### src/rtl/romram_pkg.sv
// Shared definitions for the ROM/RAM checksum sequencer: default widths,
// sequencing constants and the FSM state encoding.
package romram_pkg;

  localparam int DEF_DW       = 16;
  localparam int DEF_ROM_AW   = 4;
  localparam int DEF_RAM_AW   = 2;
  localparam int DEF_SUM_LEN  = 15;
  localparam int DEF_ACC_SLOT = 1;

  typedef enum logic [2:0] {
    IDLE = 3'd0,
    CLR  = 3'd1,
    ACC  = 3'd2,
    WR   = 3'd3,
    CMP  = 3'd4,
    DONE = 3'd5
  } state_t;

endpackage

### src/rtl/romram_seq.sv
// Sequencer that clears a RAM accumulator slot, sums ROM[0..SUM_LEN-1] into it
// by read-modify-write, and compares the result with the checksum at ROM[SUM_LEN].
module romram_seq #(
  parameter int DW       = romram_pkg::DEF_DW,
  parameter int ROM_AW   = romram_pkg::DEF_ROM_AW,
  parameter int RAM_AW   = romram_pkg::DEF_RAM_AW,
  parameter int SUM_LEN  = romram_pkg::DEF_SUM_LEN,
  parameter int ACC_SLOT = romram_pkg::DEF_ACC_SLOT
) (
  input  logic              clk,
  input  logic              rst,
  input  logic              start,
  output logic [ROM_AW-1:0] rom_addr,
  output logic              rom_cs,
  input  logic [DW-1:0]     rom_data,
  output logic [RAM_AW-1:0] ram_addr,
  output logic              ram_cs,
  output logic              ram_rw,
  output logic [DW-1:0]     ram_din,
  input  logic [DW-1:0]     ram_dout,
  output logic              busy,
  output logic              done,
  output logic [DW-1:0]     sum,
  output logic              match,
  output logic              ovf,
  output logic [2:0]        dbg_state
);
  import romram_pkg::*;

  // Handshake: start is sampled only in IDLE; busy is high from the accepting
  // edge until the edge that raises done; done is sticky until the next accept.

  localparam logic [ROM_AW-1:0] LAST_IDX = ROM_AW'(SUM_LEN - 1);
  localparam logic [ROM_AW-1:0] CHK_ADDR = ROM_AW'(SUM_LEN);
  localparam logic [RAM_AW-1:0] SLOT     = RAM_AW'(ACC_SLOT);

  state_t            state_q, state_d;
  logic [ROM_AW-1:0] idx_q, idx_d;
  logic [DW-1:0]     wdata_q, wdata_d;
  logic [DW-1:0]     sum_q, sum_d;
  logic              busy_q, busy_d;
  logic              done_q, done_d;
  logic              match_q, match_d;
  logic              ovf_q, ovf_d;
  logic [DW:0]       add_full;

  assign add_full = {1'b0, rom_data} + {1'b0, ram_dout};

  always_comb begin
    state_d = state_q;
    idx_d   = idx_q;
    wdata_d = wdata_q;
    sum_d   = sum_q;
    busy_d  = busy_q;
    done_d  = done_q;
    match_d = match_q;
    ovf_d   = ovf_q;
    case (state_q)
      IDLE: begin
        if (start) begin
          state_d = CLR;
          busy_d  = 1'b1;
          done_d  = 1'b0;
          match_d = 1'b0;
          ovf_d   = 1'b0;
          sum_d   = '0;
          idx_d   = '0;
        end
      end
      CLR: state_d = ACC;
      ACC: begin
        wdata_d = add_full[DW-1:0];
        if (add_full[DW]) ovf_d = 1'b1;
        state_d = WR;
      end
      WR: begin
        if (idx_q == LAST_IDX) begin
          state_d = CMP;
        end else begin
          idx_d   = idx_q + 1'b1;
          state_d = ACC;
        end
      end
      CMP: begin
        sum_d   = ram_dout;
        match_d = (ram_dout == rom_data);
        busy_d  = 1'b0;
        done_d  = 1'b1;
        state_d = DONE;
      end
      DONE:    state_d = IDLE;
      default: state_d = IDLE;
    endcase
  end

  // Memory strobes are decoded from registered state only, so they are glitch-free.
  always_comb begin
    rom_cs   = 1'b0;
    rom_addr = '0;
    ram_cs   = 1'b0;
    ram_rw   = 1'b0;
    ram_din  = '0;
    case (state_q)
      CLR: begin
        ram_cs = 1'b1;
        ram_rw = 1'b1;
      end
      ACC: begin
        rom_cs   = 1'b1;
        rom_addr = idx_q;
        ram_cs   = 1'b1;
      end
      WR: begin
        ram_cs  = 1'b1;
        ram_rw  = 1'b1;
        ram_din = wdata_q;
      end
      CMP: begin
        rom_cs   = 1'b1;
        rom_addr = CHK_ADDR;
        ram_cs   = 1'b1;
      end
      default: ;
    endcase
  end

  always_ff @(posedge clk) begin
    if (rst) begin
      state_q <= IDLE;
      idx_q   <= '0;
      wdata_q <= '0;
      sum_q   <= '0;
      busy_q  <= 1'b0;
      done_q  <= 1'b0;
      match_q <= 1'b0;
      ovf_q   <= 1'b0;
    end else begin
      state_q <= state_d;
      idx_q   <= idx_d;
      wdata_q <= wdata_d;
      sum_q   <= sum_d;
      busy_q  <= busy_d;
      done_q  <= done_d;
      match_q <= match_d;
      ovf_q   <= ovf_d;
    end
  end

  assign ram_addr  = SLOT;
  assign busy      = busy_q;
  assign done      = done_q;
  assign sum       = sum_q;
  assign match     = match_q;
  assign ovf       = ovf_q;
  assign dbg_state = state_q;

endmodule

### config.mk
export PLATFORM = sky130hd
export DESIGN_NAME = romram_seq
export DESIGN_NICKNAME = d
export VERILOG_FILES = /design/src/rtl/romram_pkg.sv /design/src/rtl/romram_seq.sv
export SDC_FILE = /design/constraint.sdc
export NUM_CORES = 1
export LEC_CHECK = 0
export ABC_AREA = 1
export CAP_MARGIN = 20
export CORE_UTILIZATION = 52
export DETAILED_ROUTE_END_ITERATION = 7
export PLACE_DENSITY_LB_ADDON = 0.1
export SLEW_MARGIN = 20
export SYNTH_ARGS = -nofsm -noshare
export SYNTH_HDL_FRONTEND = slang
export SYNTH_SLANG_ARGS = --single-unit
export TNS_END_PERCENT = 1
### constraint.sdc
create_clock -name clk -period 3.3 [get_ports clk]
set_clock_uncertainty 0.2 [all_clocks]
set_input_delay 0.33 -clock clk [delete_from_list [all_inputs] [get_ports clk]]
set_output_delay 0.33 -clock clk [all_outputs]
set_load 0.03 [all_outputs]
==> impl_metrics.yaml, run 1 <==
pwr:
  cellLeakagePower_nw: 1.76
  p_total_mw: 1.54
  powerDensity_mw_per_mm2: 406
  ir_worst_vdd_v: 0.000264
setup_path:
  cp_max_fo: 19
  critPathRequiredTime_ps: 2770
  cpMostUsedCell: "inv_2"
  r2r_cells: 7
  crit_slowest_cell: "clkdlybuf4s50_1"
  end_kind: "primary output"
  critPathMaxStageDelay_ps: 590
  path_cells: "inv_2 > nand2_2 > nor2_4 > buf_4 > inv_2 > nand2_1 > or2_1 > clkdlybuf4s50_1"
  worstPathArrival_ps: 2240
  cp-start-kind: "flop"
  crit_type: "reg -> out"
clock_tree:
  cts.sinks: 43
  cts_setup_buffers: 0
  cts_tree: "done"
  cts_resized: 0
  clock_latency_ps: 300
  clockBufferDepth: 2
  h-tree-depth: 2
  cts_hold_buf: 0
  cts_buffers: 5
  clk_pin_slew_worst_paths_ps: 80
  ctsRootBufferMaster: "clkbuf_8"
logic_synthesis:
  ys_async_sr_fraction_pct: 0
  ys.flop_type: "dfxtp_1"
  netlist_area_mm2: 0.00282
  synth_nets: 501
  synthCells: 447
  synth_top_area_share_pct: 30.5
  synth-edff-count: 0
  syn_area_per_cell_um2: 6.31
  yosysSeqAreaShare_pct: 30.5
  yosysTopAreaCell: "dfxtp_1"
  synth_area_leaders: "dfxtp_1 (31%), nand2_1 (18%), inv_1 (10%)"
  yosysUniqueCellTypes: 30
  ys_seq_elements: 43
  yosys_warnings: 0
sta:
  rsz0062_at_grt: "false"
  max_freq_mhz: 361
  period_share_pct: 83.8
  finalHoldViolCount: 0
  finalWorstSetupSlack_ps: 534
  setup_violations: 0
  tns_ps: 0
  slew_viol_final: 0
  timing.final.crit_period_ps: 2770
route:
  antenna_left: 0
  drt-vias-per-instance: 4.91
  drt_wl_total_mm: 7.20
  drt_iter0_drc: 134
  wl_per_cell_um: 12.1
  via_count: 2920
  drc: 0
  firstDrtPassIters: 4
global_routing:
  grt_max_degree: 35
  grt.overflow.total: 0
  track_usage_pct: 25.7
  grt_pass1_vias: 2462
  grt_pass1_wl_mm: 11.1
  antenna_found_initial: 0
job:
  maxCapViolations: 0
worst_hold_path:
  worstHoldPathCells: 2
  min_path_type: "reg -> reg"
floorplanning:
  fp.dieArea_mm2: 0.00572
  pin_count: 83
  rows: 26
  fp.coreArea_mm2: 0.00517
  start_util_pct: 54.5
  fp.dieW_um: 75.6
  die_h_um: 75.6
placement:
  dp_hpwl_mm: 5.52
  place_congestion: 0.882
  port_buffers: 80
  pre_cts_ws_ps: 869
layout:
  fin_nets: 578
  drive_above_1_share_pct: 4.76
  final_util_pct: 73.2
  antennaDiodeCount: 0
  area_growth_pct: 34.4
status:
  status: "completed"
==> metrics by stage <==
step | hold WS (ps) | cells | instance area [um^2]
finish | 261 | 595 | 3790
global route | 275 | 595 | 3790
CTS | 264 | 595 | 3790
detailed placement | 251 | 587 | 3650
global placement | 241 | 587 | 3650
floorplan | 230 | 447 | 2820
==> cells in the final DEF (no fill, tap or decap), types with 6 or more instances in the layout <==
cell	n
nor2_1	37
ha_1	18
xor2_1	6
a21oi_1	48
clkdlybuf4s50_1	80
nand2_1	133
dfxtp_1	43
nand3_1	27
o21ai_0	13
inv_1	77
==> layer usage <==
metal	track usage, %	vias to the layer above	routed length (um)
met5	0	-	0
met4	7.82	0	106
met3	4.89	11	321
met2	43.6	80	3320
met1	33.3	1291	3450
li1	-	1538	-
==> flip-flops by register name, indices dropped and copies added, names as in the netlist <==
name	count
sum	16
ovf	1
busy	1
idx_q	4
dbg_state	3
wdata_q	16
done	1
match	1
==> path summary, 6_finish.rpt <==
path                startpoint  slack (ps)          to
hold / removal      wdata_q[0]         260  wdata_q[0]
setup reg to reg  dbg_state[1]        1480      sum[8]
hold reg to reg     wdata_q[0]         260  wdata_q[0]
setup / recovery  dbg_state[1]         530      ram_cs
==> Yosys cell counts, types with 5 or more instances <==
master / instances
nor2_1: 37
nand2_1: 133
inv_1: 77
o21ai_0: 13
nor3_1: 5
dfxtp_1: 43
ha_1: 18
xor2_1: 6
a21oi_1: 48
inv_2: 5
clkbuf_1: 5
nand3_1: 27
==> layout make-up <==
class	instances	area, um^2
Clock inverter	2	60.1
Inverter	82	308
Multi-Input combinational cell	309	1580
Timing Repair Buffer	83	823
Sequential cell	43	861
Fill cell	443	1390
Clock buffer	6	72.6
Tap cell	70	87.6
==> worst max-delay path: cells and delay by family, from the launching register on <==
kind | cells | cell delay [ps]
flops | 1 | 460
buf+inv | 4 | 1050
simple gates | 4 | 420
==> cell families after synthesis <==
family | Yosys count | share of synthesized area [%]
AOI/OAI and AO/OA | 65 | 12.0
xor gates and xnor gates | 6 | 1.86
adders and majority gates | 19 | 8.70
buffers and inverters | 95 | 13.6
DFF | 43 | 30.5
other | 2 | 0.266
and+or+nand+nor | 217 | 33.1
==> where the power goes <==
| group | leakage [nW] | total [mW] | switching, mW | internal [mW] |
|---|---|---|---|---|
| sequential | 0.350 | 0.575 | 0.0186 | 0.556 |
| combinational | 1.34 | 0.471 | 0.293 | 0.178 |
| clock | 0.0654 | 0.491 | 0.189 | 0.303 |
(Power assumes the default switching activity.)
==> inputs of run 2 (changes only) <==
--- a/config.mk
+++ b/config.mk
@@ -7,7 +7,7 @@
 export LEC_CHECK = 0
 export ABC_AREA = 1
 export CAP_MARGIN = 20
-export CORE_UTILIZATION = 52
+export CORE_UTILIZATION = 48
 export DETAILED_ROUTE_END_ITERATION = 7
 export PLACE_DENSITY_LB_ADDON = 0.1
 export SLEW_MARGIN = 20
==> constraint.sdc (replaced) <==
create_clock -name clk -period 2.7 [get_ports clk]
set_clock_uncertainty 0.2 [all_clocks]
set_input_delay 0.27 -clock clk [delete_from_list [all_inputs] [get_ports clk]]
set_output_delay 0.27 -clock clk [all_outputs]
set_load 0.03 [all_outputs]
==> run 2 against run 1 <==
Effect of this change:
- worst setup slack worse by 360 ps
- first-iteration DRC count down 1.5%
- sequential cell count unchanged
- register-to-register slack worse by 620 ps
- critical path type unchanged
- worst hold slack better by 2.1 ps
- wire length up 2.5%
- core utilization down 5.3 points
- via count up 0.14%
- combinational power up 23%
- cell area unchanged
==> impl_metrics.yaml, run 2 (synthesis results as in run 1) <==
status:
  status: "completed"
setup_path:
  critPathMaxStageDelay_ps: 700
  crit_type: "reg -> out"
  worstPathArrival_ps: 2050
  r2r_cells: 7
  crit-reg2reg-capture: "wdata_q[9]"
  cp.buffers_inverters: 2
  rrSetupSlack_ps: 860
  crit_slowest_cell: "clkdlybuf4s50_1"
  cp_max_fo: 17
  path_cells: "inv_2 > nand3_2 > nor2_1 > clkdlybuf4s50_1"
  cp-start-kind: "flop"
  critPathRequiredTime_ps: 2230
  end_kind: "primary output"
  path_delay_family: "buffers and inverters"
  rr_startpoint: "dbg_state[2]"
clock_tree:
  clockBufferDepth: 2
  cts_setup_buffers: 0
  cts_hold_buf: 0
  ctsRootBufferMaster: "clkbuf_8"
  cts_buffers: 5
  cts_resized: 0
  cts_tree: "done"
  cts.sinks: 43
  h-tree-depth: 2
  clk_pin_slew_worst_paths_ps: 90
  clock_latency_ps: 290
pwr:
  cellLeakagePower_nw: 1.77
  ir_worst_vdd_v: 0.000302
  powerDensity_mw_per_mm2: 496
floorplanning:
  fp.dieW_um: 78.6
  die_h_um: 78.6
  fp.coreArea_mm2: 0.00557
  rows: 27
  pin_count: 83
  start_util_pct: 50.6
  fp.dieArea_mm2: 0.00618
layout:
  final_util_pct: 67.9
  area_growth_pct: 34.4
  fin_nets: 579
  drive_above_1_share_pct: 5.70
  layout_common_cells: "nand2_1 (133), inv_1 (77), clkdlybuf4s50_1 (76), a21oi_1 (48), dfxtp_1 (43)"
  final_common_cell: "nand2_1"
  antennaDiodeCount: 0
job:
  maxCapViolations: 0
placement:
  port_buffers: 80
  place_congestion: 0.884
  dp_hpwl_mm: 5.82
sta:
  setup_violations: 0
  tns_ps: 0
  max_freq_mhz: 396
  slew_viol_final: 0
  timing.final.crit_period_ps: 2520
  finalHoldViolCount: 0
  period_share_pct: 93.4
  rsz0062_at_grt: "false"
route:
  antenna_left: 0
  drt-vias-per-instance: 4.89
  firstDrtPassIters: 4
  drt_wl_total_mm: 7.38
  via_count: 2924
  drt_iter0_drc: 132
  wl_per_cell_um: 12.3
  drc: 0
worst_hold_path:
  worstHoldStart: "sum[3]"
  holdPathEnd: "sum[3]"
  worstHoldPathCells: 2
  min_path_type: "reg -> reg"
global_routing:
  grt.overflow.total: 0
  track_usage_pct: 25.4
  grt_max_degree: 30
  grt_pass1_wl_mm: 12.4
  antenna_found_initial: 0
  grt_pass1_vias: 2727
## run 2: cell count changes in the layout (fill, tap and decap cells not counted)
cell and change:
clkdlybuf4s50_1 -4, buf_4 +5
## run 2: cell type report
| cell class | count | area (um^2) |
|---|---|---|
| inverter | 82 | 308 |
| clock buffer | 6 | 72.6 |
| timing repair buffer | 84 | 821 |
| clock inverter | 2 | 60.1 |
| sequential | 43 | 861 |
| fill | 540 | 1790 |
| tap | 72 | 90.1 |
| multi-input combinational | 309 | 1580 |
## run 2: worst max-delay path by stage
stage                  from     endpoint  slack [ps]  cells past startpoint
3_3_place_gp    ram_dout[0]  wdata_q[10]         360                     13
2_1_floorplan  dbg_state[2]  rom_addr[0]         470                      5
4_1_cts        dbg_state[2]   ram_din[8]         180                      4
3_5_place_dp    ram_dout[0]  wdata_q[10]         320                     13
5_1_grt        dbg_state[2]  ram_din[10]          40                      4
6_report       dbg_state[2]  ram_din[15]         180                      4
## run 2: worst reg2reg max path, stage by stage, from the launching register on
cell and delay (ps):
dfxtp_1 360, inv_2 150, nand3_1 110, buf_4 240, inv_1 350, nand3_1 200, nand2_1 100, inv_1 40
## run 2: report_power, final
| group | leakage [nW] | switching (mW) | internal, mW |
|---|---|---|---|
| Combinational | 1.36 | 0.360 | 0.219 |
| Sequential | 0.350 | 0.0213 | 0.680 |
| Clock | 0.0654 | 0.229 | 0.370 |
## run 2: stage by stage
| stage | hold WS, ps | instances | setup WS (ps) | cell area (um^2) | total power, mW |
|---|---|---|---|---|---|
| floorplan | 217 | 447 | 474 | 2820 | 1.11 |
| global placement | 242 | 590 | 358 | 3650 | 1.28 |
| detailed placement | 253 | 590 | 324 | 3650 | 1.29 |
| CTS | 266 | 598 | 179 | 3790 | 1.89 |
| global route | 288 | 598 | 41.7 | 3790 | 1.99 |
| finish | 263 | 598 | 177 | 3790 | 1.88 |
## run 2: routing by layer
layer	global-route usage (%)	share of wire, %
met4	6.85	0.96
met1	32.2	46
met3	4.88	6.2
met2	43.7	47
met5	0	0
